--- config.mk ---
export PLATFORM = sky130hd
export DESIGN_NAME = ram_arbiter
export DESIGN_NICKNAME = d
export VERILOG_FILES = /design/src/rtl/ram_arbiter.sv
export SDC_FILE = /design/constraint.sdc
export NUM_CORES = 1
export LEC_CHECK = 0
export ABC_AREA = 1
export BUFFER_PORTS_ARGS = -buffer_cell sky130_fd_sc_hd__buf_2
export CAP_MARGIN = 30
export CORE_AREA = 3 3 170 172
export DETAILED_ROUTE_END_ITERATION = 10
export DIE_AREA = 0 0 173 175
export PLACE_DENSITY = 0.55
export SKIP_LAST_GASP = 1
export SLEW_MARGIN = 5
export SYNTH_ARGS = -nofsm -noshare
export SYNTH_HDL_FRONTEND = slang
export SYNTH_SLANG_ARGS = --single-unit
--- constraint.sdc ---
create_clock -name clk -period 2.3 [get_ports clk]
set_input_delay 0 -clock clk [delete_from_list [all_inputs] [get_ports clk]]
set_output_delay 0 -clock clk [all_outputs]
set_load 0.02 [all_outputs]
--- src/rtl/ram_arbiter.sv ---
// Two-requester front end for a single-port-write / single-port-read RAM.
// The write and read ports are arbitrated independently, and reads have a fixed two-cycle return latency.

module ram_arbiter_lane (
    input  logic req,
    input  logic we,
    output logic wr_cand,
    output logic rd_cand
);
    assign wr_cand = req & we;
    assign rd_cand = req & ~we;
endmodule

module ram_arbiter #(
    parameter int DATA_WIDTH = 64,
    parameter int ADDR_WIDTH = 12
) (
    input  logic                  clk,
    input  logic                  reset,
    input  logic                  req_a,
    input  logic                  we_a,
    input  logic [ADDR_WIDTH-1:0] addr_a,
    input  logic [DATA_WIDTH-1:0] wdata_a,
    input  logic                  req_b,
    input  logic                  we_b,
    input  logic [ADDR_WIDTH-1:0] addr_b,
    input  logic [DATA_WIDTH-1:0] wdata_b,
    output logic                  gnt_a,
    output logic                  gnt_b,
    output logic                  rvalid_a,
    output logic                  rvalid_b,
    output logic [DATA_WIDTH-1:0] rdata_a,
    output logic [DATA_WIDTH-1:0] rdata_b,
    output logic                  ram_write,
    output logic                  ram_read,
    output logic [ADDR_WIDTH-1:0] ram_wr_address,
    output logic [ADDR_WIDTH-1:0] ram_rd_address,
    output logic [DATA_WIDTH-1:0] ram_data_in,
    input  logic [DATA_WIDTH-1:0] ram_data_out
);
    localparam int NUM_REQ = 2;
    localparam int RD_LAT  = 2;

    typedef struct packed {
        logic                  req;
        logic                  we;
        logic [ADDR_WIDTH-1:0] addr;
        logic [DATA_WIDTH-1:0] wdata;
    } cmd_t;

    cmd_t [NUM_REQ-1:0] cmd;
    logic [NUM_REQ-1:0] req_vec, we_vec, wr_cand, rd_cand;
    logic [NUM_REQ-1:0] wr_gnt, rd_pick, rd_gnt, gnt_vec;
    logic               wr_idx, rd_idx, hazard;
    logic               wr_last, rd_last;
    logic [RD_LAT:1]    vld_pipe, own_pipe;

    assign cmd[0] = {req_a, we_a, addr_a, wdata_a};
    assign cmd[1] = {req_b, we_b, addr_b, wdata_b};

    for (genvar i = 0; i < NUM_REQ; i++) begin : g_vec
        assign req_vec[i] = cmd[i].req;
        assign we_vec[i]  = cmd[i].we;
    end

    ram_arbiter_lane u_lane [NUM_REQ-1:0] (
        .req     (req_vec),
        .we      (we_vec),
        .wr_cand (wr_cand),
        .rd_cand (rd_cand)
    );

    // last = index of the requester granted most recently; the other one wins a tie
    function automatic logic [1:0] pick2(input logic [1:0] cand, input logic last);
        pick2[0] = cand[0] & (~cand[1] | last);
        pick2[1] = cand[1] & (~cand[0] | ~last);
    endfunction

    always_comb begin
        wr_gnt  = reset ? '0 : pick2(wr_cand, wr_last);
        rd_pick = reset ? '0 : pick2(rd_cand, rd_last);
        wr_idx  = wr_gnt[1];
        rd_idx  = rd_pick[1];
        // same-cycle write and read to one address would collide at the RAM edge; the write goes first
        hazard  = (|wr_gnt) && (|rd_pick) && (cmd[wr_idx].addr == cmd[rd_idx].addr);
        rd_gnt  = hazard ? '0 : rd_pick;
        gnt_vec = wr_gnt | rd_gnt;
    end

    assign gnt_a = gnt_vec[0];
    assign gnt_b = gnt_vec[1];

    always_ff @(posedge clk) begin
        if (reset) begin
            ram_write      <= 1'b0;
            ram_read       <= 1'b0;
            ram_wr_address <= '0;
            ram_rd_address <= '0;
            ram_data_in    <= '0;
            wr_last        <= 1'b1;
            rd_last        <= 1'b1;
            vld_pipe       <= '0;
            own_pipe       <= '0;
        end else begin
            ram_write <= |wr_gnt;
            ram_read  <= |rd_gnt;
            if (|wr_gnt) begin
                ram_wr_address <= cmd[wr_idx].addr;
                ram_data_in    <= cmd[wr_idx].wdata;
                wr_last        <= wr_idx;
            end
            if (|rd_gnt) begin
                ram_rd_address <= cmd[rd_idx].addr;
                rd_last        <= rd_idx;
            end
            vld_pipe <= {vld_pipe[RD_LAT-1:1], |rd_gnt};
            own_pipe <= {own_pipe[RD_LAT-1:1], rd_idx};
        end
    end

    assign rvalid_a = vld_pipe[RD_LAT] & ~own_pipe[RD_LAT];
    assign rvalid_b = vld_pipe[RD_LAT] &  own_pipe[RD_LAT];
    assign rdata_a  = ram_data_out;
    assign rdata_b  = ram_data_out;

    a_gnt_req: assert property (@(posedge clk) (!gnt_a || req_a) && (!gnt_b || req_b));
    a_rv_one:  assert property (@(posedge clk) disable iff (reset) !(rvalid_a && rvalid_b));
endmodule

==> flow_results.xml <==
<?xml version="1.0" encoding="UTF-8"?>
<metrics>
  <group name="floorplan">
    <metric name="top_level_ports" unit="">444</metric>
    <metric name="initial_core_util" unit="%">22.0</metric>
    <metric name="rows" unit="">61</metric>
    <metric name="design.core.area" unit="um^2">27600</metric>
    <metric name="overall_die_area" unit="um^2">30300</metric>
    <metric name="die_height" unit="um">175</metric>
    <metric name="die_w" unit="um">173</metric>
  </group>
  <group name="placement">
    <metric name="gp_congestion" unit="">0.824</metric>
    <metric name="port_buffers" unit="">251</metric>
    <metric name="pre_cts_ws" unit="ns">0.131</metric>
    <metric name="detailedPlacementHpwl" unit="um">18000</metric>
  </group>
  <group name="synth">
    <metric name="synthTopCellsByArea" unit="">sky130_fd_sc_hd__dfxtp_1, sky130_fd_sc_hd__buf_4, sky130_fd_sc_hd__nand3_1, sky130_fd_sc_hd__nand2_1, sky130_fd_sc_hd__o211ai_1</metric>
    <metric name="synth_area_per_cell" unit="um^2">6.68</metric>
    <metric name="yosys_warnings" unit="">0</metric>
    <metric name="synth_area_leader_cell" unit="">sky130_fd_sc_hd__dfxtp_1</metric>
    <metric name="netlist-cell-type-count" unit="">25</metric>
    <metric name="yosys.area_share.adder" unit="%">0</metric>
    <metric name="syn_area" unit="um^2">6080</metric>
    <metric name="synthXorXnorAreaFrac" unit="%">0</metric>
    <metric name="main_combinational_cell_family_by_area_after_synthesis" unit="">simple AND/OR/NAND/NOR gates</metric>
    <metric name="syn_inst" unit="">910</metric>
    <metric name="synthSimpleGateAreaFrac" unit="%">30.0</metric>
    <metric name="yosysSeqAreaShare" unit="%">31.3</metric>
    <metric name="synth.mux.area_fraction" unit="%">0</metric>
    <metric name="synth-seq-cells" unit="">95</metric>
    <metric name="synth_nets" unit="">1132</metric>
    <metric name="synth_compound_gate_area_share" unit="%">11.1</metric>
    <metric name="yosysTopAreaCellShare" unit="%">31.3</metric>
  </group>
  <group name="cts">
    <metric name="ctsLongestPathBuffers" unit="">2</metric>
    <metric name="clock-root-buffer" unit="">sky130_fd_sc_hd__clkbuf_16</metric>
    <metric name="tritoncts" unit="">built</metric>
    <metric name="numCtsBuffers" unit="">9</metric>
    <metric name="clkSlewWorstSetupHoldPaths" unit="ns">0.07</metric>
    <metric name="ctsHtreeMaxLevel" unit="">3</metric>
    <metric name="clkSinkCount" unit="">95</metric>
    <metric name="clock_latency" unit="ns">0.36</metric>
  </group>
  <group name="drt">
    <metric name="drtIter0Drc" unit="">315</metric>
    <metric name="routed_vias_inst" unit="">4.35</metric>
    <metric name="routedWlPerCell" unit="um">16.7</metric>
    <metric name="detail-route-antenna-nets" unit="">0</metric>
    <metric name="postRouteWirelength" unit="um">24500</metric>
    <metric name="drc" unit="">0</metric>
    <metric name="route.vias.total" unit="">6400</metric>
    <metric name="dr.pass1.iters" unit="">5</metric>
  </group>
  <group name="global_routing">
    <metric name="grt_first_pass_wirelength" unit="um">35900</metric>
    <metric name="grt_antenna_before_repair" unit="">3</metric>
    <metric name="gr-total-overflow" unit="">0</metric>
    <metric name="grt_usage" unit="%">15.2</metric>
    <metric name="grt_max_degree" unit="">100</metric>
    <metric name="via_count_of_the_first_global_routing_pass" unit="">5971</metric>
  </group>
  <group name="sta">
    <metric name="finalHoldViolCount" unit="">0</metric>
    <metric name="timing.final.setup_violations" unit="">0</metric>
    <metric name="worst_setup_slack_after_layout" unit="ns">0.129</metric>
    <metric name="slew_headroom" unit="%">51.9</metric>
    <metric name="maxSlewViolCount" unit="">0</metric>
    <metric name="max_slew.worst_pin.slew" unit="ns">0.721</metric>
    <metric name="post-route-period-util" unit="%">94.4</metric>
    <metric name="maxClockFrequency" unit="MHz">461</metric>
    <metric name="period_minus_slack" unit="ns">2.17</metric>
    <metric name="skew" unit="ns">0.0123</metric>
  </group>
  <group name="power_and_ir_drop">
    <metric name="power.share.combinational" unit="%">24.4</metric>
    <metric name="power_switching" unit="W">0.00148</metric>
    <metric name="portion_of_total_power_attributed_to_the_clock_network" unit="%">35.6</metric>
    <metric name="p_int" unit="W">0.00310</metric>
    <metric name="seqPwrFrac" unit="%">40.0</metric>
    <metric name="peakVddDrop" unit="uV">253</metric>
    <metric name="static-leakage-power" unit="nW">4.41</metric>
    <metric name="power_switching_share" unit="%">32.4</metric>
    <metric name="powerDensity" unit="nW/um^2">572</metric>
  </group>
  <group name="final_layout">
    <metric name="final_common_cell" unit="">sky130_fd_sc_hd__buf_2</metric>
    <metric name="area.growth.synth_to_final" unit="%">31.5</metric>
    <metric name="fin_util" unit="%">29.0</metric>
    <metric name="fillers" unit="">3073</metric>
    <metric name="most_used_cells_in_the_layout_excluding_fill_and_tap_cells" unit="">sky130_fd_sc_hd__buf_2, sky130_fd_sc_hd__nand2_1, sky130_fd_sc_hd__nand3_1</metric>
    <metric name="drive_gt1_share" unit="%">29.5</metric>
    <metric name="design.final.nets" unit="">1308</metric>
  </group>
  <group name="critical_path">
    <metric name="crit_type" unit="">flip-flop to output pin</metric>
    <metric name="critPathLaunchType" unit="">flip-flop</metric>
    <metric name="critical_path_required" unit="ns">2.30</metric>
    <metric name="arrival" unit="ns">2.17</metric>
    <metric name="rr_worst_depth" unit="">14</metric>
    <metric name="worst_setup_path_end_kind" unit="">output pin</metric>
    <metric name="critical_path_peak_fanout" unit="">9</metric>
  </group>
  <group name="min_path">
    <metric name="timing.hold.worst.class" unit="">input port to output pin</metric>
    <metric name="hold_depth" unit="">0</metric>
  </group>
  <group name="job">
    <metric name="drv_cap" unit="">0</metric>
  </group>
  <group name="status">
    <metric name="status" unit="">finished, final reports clean</metric>
  </group>
</metrics>
critical path, cell delays in order (launching register included):
cell	delay (ns)
sky130_fd_sc_hd__dfxtp_4	0.37
sky130_fd_sc_hd__nand3_4	0.18
sky130_fd_sc_hd__clkbuf_16	0.23
sky130_fd_sc_hd__nand3_1	0.08
sky130_fd_sc_hd__nand2_1	0.07
sky130_fd_sc_hd__nand2_1	0.07
sky130_fd_sc_hd__nand2_1	0.06
sky130_fd_sc_hd__nor2_1	0.09
sky130_fd_sc_hd__nand2_1	0.06
sky130_fd_sc_hd__nor2_2	0.15
sky130_fd_sc_hd__nand2_4	0.08
sky130_fd_sc_hd__nand3b_1	0.11
sky130_fd_sc_hd__o31ai_2	0.09
sky130_fd_sc_hd__buf_4	0.16
per-layer routing:
metal | up-vias | global-route usage (%) | wire (um)
met2 | 385 | 28.6 | 12700
met5 | - | 0 | 13
li1 | 3163 | - | -
met4 | 2 | 5.41 | 711
met3 | 41 | 5.76 | 2370
met1 | 2809 | 15.3 | 8670
cell usage after synthesis, drive strengths merged:
master / n
clkbuf: 44
nor2: 35
nand3b: 3
nand3: 165
o211ai: 76
nand4: 2
buf: 143
a21oi: 7
nand2: 208
dfxtp: 95
o21ai: 12
o31ai: 1
inv: 119
worst paths after layout:
path                                           to  slack, ns              from
worst max-delay path                        gnt_a       0.13           rd_last
worst min-delay path                  rdata_a[45]    0.00001  ram_data_out[45]
worst max register to register  ram_rd_address[3]       0.27           rd_last
worst min register to register        own_pipe[2]       0.42       own_pipe[1]
flip-flops by register name, summed over array words and instances, names as in the netlist:
signal	cells
rd_last	1
ram_write	1
own_pipe	2
ram_data_in	64
vld_pipe	2
ram_rd_address	12
wr_last	1
ram_wr_address	12
kinds of logic after synthesis:
kind of cell | after synthesis
compound gates | 96
flops | 95
buf+inv | 306
simple gates | 413
power groups by stage:
stage	Sequential, W	Combinational (W)	Clock, W
floorplan	0.00200	0.000763	0
global placement	0.00187	0.000978	0
detailed placement	0.00187	0.000982	0
CTS	0.00183	0.00109	0.00172
global route	0.00185	0.00123	0.00178
finish	0.00183	0.00112	0.00163
final cells by class:
cell class	instances	area (um^2)	share of cell area [%]
tap	378	473	5.91
sequential	95	1910	23.9
clock inverter	7	87.6	1.09
inverter	119	447	5.58
antenna	1	2.50	0.0313
clock buffer	9	225	2.82
timing repair buffer	349	2240	28.0
multi-input combinational	512	2620	32.7
metrics by stage:
stage               power (W)  std cells  cell area (um^2)  setup TNS [ns]  hold WS (ns)
CTS                   0.00464       1453              7800               0      0.000211
floorplan             0.00276        910              6080               0         0.113
global route          0.00485       1469              8000        -0.00347     0.0000275
detailed placement    0.00285       1365              6730               0      0.000211
finish                0.00458       1470              8000               0     0.0000106
global placement      0.00285       1365              6730               0      0.000211
repair_timing:
item                                   in CTS  in global routing
endpoints found under the hold margin      62                  0
resized for setup                           8                 15
setup buffers                               2                 14
hold buffers                               67                  0
cloned                                      3                  2
setup endpoints to repair                   2                  2
pin swaps                                   3                  7
No activity file was read; power rests on OpenSTA's default activity.
